File: src/rtl/exec_hazard_ctrl_pkg.sv
// exec_hazard_ctrl_pkg: shared encodings for the hazard controller.
package exec_hazard_ctrl_pkg;
   localparam logic [1:0] FWD_RF  = 2'b00;
   localparam logic [1:0] FWD_MEM = 2'b10;
   localparam logic [1:0] FWD_WB  = 2'b01;
   localparam logic REGFILE_SCALAR = 1'b0;
   localparam logic REGFILE_VECTOR = 1'b1;
   typedef enum logic [1:0] {IDLE = 2'd0, LSTALL = 2'd1, FLUSH = 2'd2} state_t;
endpackage

File: src/rtl/exec_hazard_ctrl_fwd_select.sv
// exec_hazard_ctrl_fwd_select: ALU operand forward select for one source register.
module exec_hazard_ctrl_fwd_select
   import exec_hazard_ctrl_pkg::*;
(
   input  logic [4:0] i_rs,
   input  logic       i_rf_e,
   input  logic [4:0] i_rd_m,
   input  logic       i_wr_m,
   input  logic       i_rf_m,
   input  logic [4:0] i_rd_w,
   input  logic       i_wr_w,
   input  logic       i_rf_w,
   output logic [1:0] o_fwd
);
   logic w_ok, w_m, w_w;
   // scalar x0 is hardwired zero, vector v0 is a real register
   assign w_ok  = (i_rf_e == REGFILE_VECTOR) || (i_rs != 5'd0);
   assign w_m   = w_ok && i_wr_m && (i_rd_m == i_rs) && (i_rf_m == i_rf_e);
   assign w_w   = w_ok && i_wr_w && (i_rd_w == i_rs) && (i_rf_w == i_rf_e);
   assign o_fwd = w_m ? FWD_MEM : w_w ? FWD_WB : FWD_RF;
endmodule

File: src/rtl/exec_hazard_ctrl.sv
// exec_hazard_ctrl: forwarding selects plus multi-cycle load-use stall / branch flush FSM.
// Optional HAZARD_PERF_EN adds saturating StallCount/FlushCount cycle counters.
module exec_hazard_ctrl
   import exec_hazard_ctrl_pkg::*;
#(
   parameter int STALL_CYCLES = 1,
   parameter int FLUSH_CYCLES = 1,
   parameter int CNT_W        = 4
)(
   input  logic       clk,
   input  logic       rst,
   input  logic [4:0] Rs1D,
   input  logic [4:0] Rs2D,
   input  logic       RegFileSelectD,
   input  logic [4:0] Rs1E,
   input  logic [4:0] Rs2E,
   input  logic [4:0] RdE,
   input  logic       RegFileSelectE,
   input  logic       RegWriteE,
   input  logic       ResultSrcE,
   input  logic       PCSrcE,
   input  logic [4:0] RdM,
   input  logic       RegWriteM,
   input  logic       RegFileSelectM,
   input  logic [4:0] RdW,
   input  logic       RegWriteW,
   input  logic       RegFileSelectW,
   output logic [1:0] ForwardAE,
   output logic [1:0] ForwardBE,
   output logic       StallF,
   output logic       StallD,
   output logic       FlushD,
   output logic       FlushE,
`ifdef HAZARD_PERF_EN
   output logic [31:0] StallCount,
   output logic [31:0] FlushCount,
`endif
   output logic       Busy
);
   localparam int L_MAX = (STALL_CYCLES > FLUSH_CYCLES) ? STALL_CYCLES : FLUSH_CYCLES;
   if (CNT_W < 1 || CNT_W > 30 || STALL_CYCLES < 1 || STALL_CYCLES > 15 ||
       FLUSH_CYCLES < 1 || FLUSH_CYCLES > 15 || (2**CNT_W) - 1 < L_MAX) begin : g_bad_param
      $fatal(1, "exec_hazard_ctrl: STALL_CYCLES/FLUSH_CYCLES/CNT_W out of range");
   end
   localparam logic [CNT_W-1:0] L_STALL_LD = CNT_W'(STALL_CYCLES - 1);
   localparam logic [CNT_W-1:0] L_FLUSH_LD = CNT_W'(FLUSH_CYCLES - 1);
   localparam logic [CNT_W-1:0] L_ONE      = CNT_W'(1);
   state_t           r_state, w_next;
   logic [CNT_W-1:0] r_cnt, w_cnt;
   logic             w_lu, w_stall, w_flush;
   exec_hazard_ctrl_fwd_select u_fwd_a (
      .i_rs(Rs1E), .i_rf_e(RegFileSelectE),
      .i_rd_m(RdM), .i_wr_m(RegWriteM), .i_rf_m(RegFileSelectM),
      .i_rd_w(RdW), .i_wr_w(RegWriteW), .i_rf_w(RegFileSelectW),
      .o_fwd(ForwardAE)
   );
   exec_hazard_ctrl_fwd_select u_fwd_b (
      .i_rs(Rs2E), .i_rf_e(RegFileSelectE),
      .i_rd_m(RdM), .i_wr_m(RegWriteM), .i_rf_m(RegFileSelectM),
      .i_rd_w(RdW), .i_wr_w(RegWriteW), .i_rf_w(RegFileSelectW),
      .o_fwd(ForwardBE)
   );
   assign w_lu = ResultSrcE && RegWriteE && (RegFileSelectE == RegFileSelectD) &&
                 ((RdE == Rs1D) || (RdE == Rs2D)) &&
                 !((RegFileSelectD == REGFILE_SCALAR) && (RdE == 5'd0));
   always_comb begin
      w_next  = r_state;
      w_cnt   = r_cnt;
      w_stall = 1'b0;
      w_flush = 1'b0;
      case (r_state)
         IDLE: begin
            if (PCSrcE) begin
               w_flush = 1'b1;
               w_next  = (FLUSH_CYCLES > 1) ? FLUSH : IDLE;
               w_cnt   = L_FLUSH_LD;
            end else if (w_lu) begin
               w_stall = 1'b1;
               w_next  = (STALL_CYCLES > 1) ? LSTALL : IDLE;
               w_cnt   = L_STALL_LD;
            end
         end
         LSTALL: begin
            // a taken branch squashes the stalled instructions anyway
            if (PCSrcE) begin
               w_flush = 1'b1;
               w_next  = (FLUSH_CYCLES > 1) ? FLUSH : IDLE;
               w_cnt   = L_FLUSH_LD;
            end else begin
               w_stall = 1'b1;
               w_cnt   = r_cnt - L_ONE;
               w_next  = (r_cnt == L_ONE) ? IDLE : LSTALL;
            end
         end
         FLUSH: begin
            w_flush = 1'b1;
            w_cnt   = PCSrcE ? L_FLUSH_LD : r_cnt - L_ONE;
            w_next  = (!PCSrcE && r_cnt == L_ONE) ? IDLE : FLUSH;
         end
         default: begin
            w_next = IDLE;
            w_cnt  = '0;
         end
      endcase
   end
   always_ff @(negedge clk or negedge rst) begin
      if (!rst) begin
         r_state <= IDLE;
         r_cnt   <= '0;
      end else begin
         r_state <= w_next;
         r_cnt   <= w_cnt;
      end
   end
   // controls are forced low while reset is held, independent of the inputs
   assign StallF = rst && w_stall;
   assign StallD = rst && w_stall;
   assign FlushD = rst && w_flush;
   assign FlushE = rst && (w_stall || w_flush);
   assign Busy   = (r_state != IDLE);
`ifdef HAZARD_PERF_EN
   logic [31:0] r_stall_cnt, r_flush_cnt;
   always_ff @(negedge clk or negedge rst) begin
      if (!rst) begin
         r_stall_cnt <= '0;
         r_flush_cnt <= '0;
      end else begin
         if (StallD && r_stall_cnt != 32'hFFFF_FFFF) r_stall_cnt <= r_stall_cnt + 32'd1;
         if (FlushD && r_flush_cnt != 32'hFFFF_FFFF) r_flush_cnt <= r_flush_cnt + 32'd1;
      end
   end
   assign StallCount = r_stall_cnt;
   assign FlushCount = r_flush_cnt;
`endif
endmodule

File: config.mk
export PLATFORM = sky130hd
export DESIGN_NAME = exec_hazard_ctrl
export DESIGN_NICKNAME = d
export VERILOG_FILES = /design/src/rtl/exec_hazard_ctrl_pkg.sv /design/src/rtl/exec_hazard_ctrl_fwd_select.sv /design/src/rtl/exec_hazard_ctrl.sv
export SDC_FILE = /design/constraint.sdc
export NUM_CORES = 1
export LEC_CHECK = 0
export CAP_MARGIN = 20
export CELL_PAD_IN_SITES_DETAIL_PLACEMENT = 2
export CELL_PAD_IN_SITES_GLOBAL_PLACEMENT = 2
export CORE_ASPECT_RATIO = 1.2
export CORE_UTILIZATION = 20
export CTS_CLUSTER_SIZE = 10
export DETAILED_ROUTE_END_ITERATION = 8
export GPL_TIMING_DRIVEN = 0
export PLACE_DENSITY_LB_ADDON = 0.1
export SLEW_MARGIN = 20
export SYNTH_ARGS = -nofsm -noshare
export SYNTH_HDL_FRONTEND = slang
export SYNTH_SLANG_ARGS = --single-unit
File: constraint.sdc
create_clock -name clk -period 2.1 [get_ports clk]
set_input_delay 0.21 -clock clk [delete_from_list [all_inputs] [get_ports clk]]
set_output_delay 0.21 -clock clk [all_outputs]
set_load 0.005 [all_outputs]
* Word level (Yosys, flattened, before mapping)
Cells that the tools add are included.
** Storage, ports and cells
- Bits of input ports :: 46
- Logic and storage cells :: 71
- Bits in registers :: 6
- Output and inout bits :: 9
** Cells by class
- Add/subtract/negate cells :: 1
- Reduce and logical (&&, ||, !) cells :: 34
- Bitwise logic cells :: 1
- Equal/unequal tests :: 13
- Muxes and demuxes :: 20
** Operators by type and width (count)
- equality test 5 bit :: 6
- logical AND 1 bit :: 21
- two-way mux 4 bit :: 3
- two-way mux 2 bit :: 5
- nonzero test 5 bit :: 2
- two-way mux 1 bit :: 8
- case mux 4 bit (2 select lines) :: 1
- case mux 2 bit (3 select lines) :: 1
- logical NOT 5 bit :: 1
- equality test 4 x 1 -> 1 bit (second input constant) :: 1
- logical OR 1 bit :: 4
- case mux 1 bit (2 select lines) :: 2
- OR reduction 2 bit :: 2
- subtractor 4 x 1 -> 4 bit (second input constant) :: 1
- equality test 1 bit :: 3
- inequality test 3 bit (second input constant) :: 1
- equality test 2 x 1 -> 1 bit (second input constant) :: 1
- equality test 2 bit (second input constant) :: 1
- logical NOT 1 bit :: 2
- logical NOT 2 bit :: 1
- nonzero test 2 bit :: 1
- NOT 1 bit :: 1

* Longest topological paths before layout
- Depth after elaboration :: 9
- Gate-level depth with buffers :: 7

* Cells and area by module
From an unflattened synthesis, not the netlist that was laid out.
** Second synthesis, totals
- Cells, all modules :: 119
- Area, all modules :: 980.9 um2
** Modules (own cells, without submodules)
- exec_hazard_ctrl :: cells an instance 77, area each 653.1 um2, seq. area each 150.1 um2, times used 1
- exec_hazard_ctrl_fwd_select :: cells an instance 21, area each 163.9 um2, seq. area each 0.0 um2, times used 2

==> results_dict.tcl <==
set metrics [dict create \
    synth_flop_cell "dfrtn_1" \
    reg2reg_depth 8 \
    hold_depth 1 \
    r2r_start "r_state[1]" \
    cts_root_buf "clkbuf_8" \
    fin_cells 251 \
    grt_pass1_wl_mm 6.36 \
    hold_buffers 0 \
    startpoint "r_state[1]" \
    clock_latency_ns 0.25 \
    cts_buffers 3 \
    cp-start-kind "flip-flop" \
    cellLeakagePower_nw 0.825 \
    final_hold_viol_count 0 \
    antenna_found_initial 0 \
    drive_gt1_share_pct 38.3 \
    rows 27 \
    fillerInstances 513 \
    r2r-end "r_cnt[2]" \
    grt_max_degree 9 \
    dp_hpwl_mm 3.13 \
    cts.clk_slew.worst_paths_ns 0.03 \
    place_congestion 0.723 \
    cp_max_fo 4 \
    hold_ws_ns 0.479 \
    fin_ws_ns -0.560 \
    worst_slew_margin_rel_pct 76.8 \
    synth.cell_area_sq_um 973 \
    synth_top_area_share_pct 16.2 \
    arrival_ns 2.45 \
    max-cap-violations 0 \
    multi_input_area_sq_um 955 \
    ys_types 37 \
    fp.dieArea_sq_um 5150 \
    synthArstFlopShare_pct 100 \
    grt-ovfl-total 0 \
    grt_pass1_vias 1323 \
    finalMaxSlewViolations 0 \
    mappedNetlistNets 168 \
    drc 0 \
    crit_required_ns 1.89 \
    criticalPathCategory "reg2out" \
    h-tree-depth 1 \
    diodes 0 \
    status "finished, violations left" \
    avgSynthCellArea_sq_um 8.32 \
    synth_edf_count 0 \
    cp_top_family "flip-flops" \
    cts_tree "done" \
    vdd_drop_max_mv 0.314 \
    dr_total_vias 1166 \
    start_util_pct 21.0 \
    core_sq_um 4630 \
    min_to "r_cnt[1]" \
    hp-class "reg2reg" \
    die_h_um 78.4 \
    synth.most_common_cell "xnor2_1" \
    synth_warnings 0 \
    dp_cells 229 \
    path_buf_inv 3 \
    wl_per_cell_um 16.2 \
    clock_sinks 6 \
    finalSetupViolCount 11 \
    crit_path_top_delay_cell "dfrtn_1" \
    synth_seq_cells 6 \
    utilization_pct 41.6 \
    layout.nets 246 \
    syn2layout_area_growth_pct 97.7 \
    drt-initial-drc-count 28 \
    yosys.area.top_type "xnor2_1" \
    die_w_um 65.7 \
    routed_wl_mm 4.06 \
    io_buffers 54 \
    dr.pass1.iters 2 \
    ff_latch_area_sq_um 150 \
    violations "setup timing" \
    cp_slowest_stage_delay_ns 0.44 \
    grt_use_total_pct 16.1 \
    drtAntennaViolNets 0 \
    worst_slew_pin_slew_ns 0.347 \
    ioPinCount 55 \
    grt_setup_unrepaired "yes" \
    r2r_slack_ns 0.28 \
    synth_common_cells "18 x xnor2_1, 14 x xor2_1, 9 x nand2_1" \
    end_kind "primary output" \
    worstHoldStart "r_cnt[1]" \
    synthTopCellsByArea "xnor2_1 16%, dfrtn_1 15%, xor2_1 13%" \
    crit_chain "inv_4 > ha_4 > a31oi_4 > nor2_2 > buf_4 > buf_6" \
    vias_per_cell 4.65 \
    cts_buffer_depth 2 \
    yosysSeqAreaShare_pct 15.4 \
    synth_cells 117 \
    power.density_nw_per_um2 277 \
    skew_ns 0.00386 \
]
## placed cells by master (no fill, tap or decap), drive strengths merged, types with 3 or more instances in the layout
master / instances
buf: 33
dlygate4sd2: 24
xnor2: 18
xor2: 14
clkdlybuf4s50: 11
nand2: 9
clkdlybuf4s15: 7
dfrtn: 6
or4: 6
nor2: 6
nand3: 6
ha: 5
inv: 5
nor4: 5
nor3: 4
mux2i: 3
nor2b: 3
clkbuf: 3
nand2b: 3
## sequential cells by signal, summed over array words and instances, names as in the netlist
| name | count |
|---|---|
| r_cnt | 4 |
| r_state | 2 |
## metal layers
layer	track usage, %	wire [um]
met5	0	0
met4	3.91	34
met3	1.31	170
met2	33.4	2360
met1	16.2	1490
## cell type report
| cell class | instances | area share, % |
|---|---|---|
| tap | 58 | 3.77 |
| timing repair buffer | 73 | 34.3 |
| clock buffer | 3 | 2.15 |
| buffer | 3 | 1.17 |
| sequential | 6 | 7.80 |
| inverter | 5 | 1.24 |
| multi-input combinational | 103 | 49.6 |
## how the worst max path moves through the flow
stage / to / cells past startpoint
after floorplan: r_cnt[1] / 5
after global routing: StallF / 6
after global placement: r_cnt[1] / 6
final: StallF / 6
after CTS: StallF / 6
after detailed placement: r_cnt[1] / 6
## kinds of logic after synthesis
kind of cell | after synthesis | synth area share (%)
simple gates | 48 | 28.5
mux | 4 | 4.63
fa+ha+maj | 5 | 6.43
flops | 6 | 15.4
xor+xnor | 32 | 28.8
compound gates | 14 | 12.0
buf+inv | 8 | 4.24
## where the power goes
| group | leakage, nW | switching, mW | internal, mW |
|---|---|---|---|
| clock | 0.0216 | 0.0504 | 0.123 |
| sequential | 0.0839 | 0 | 0.117 |
| combinational | 0.719 | 0.112 | 0.131 |
## through the flow
stage	total power, mW	instance area [sq um]	TNS, ns	worst slack, ns
2_1_floorplan	0.200	978	-2.44	-0.579
3_3_place_gp	0.327	1590	-10.65	-1.19
3_5_place_dp	0.334	1590	-10.99	-1.22
4_1_cts	0.531	1880	-4.66	-0.574
5_1_grt	0.558	1920	-5.20	-0.591
6_report	0.533	1920	-4.75	-0.560
## what timing repair did
action	CTS	global route
setup buffers	17	2
gates resized for setup	125	9
pin swaps	38	8
endpoints found under the setup margin	15	13
Power figures use the tool's default switching activity.
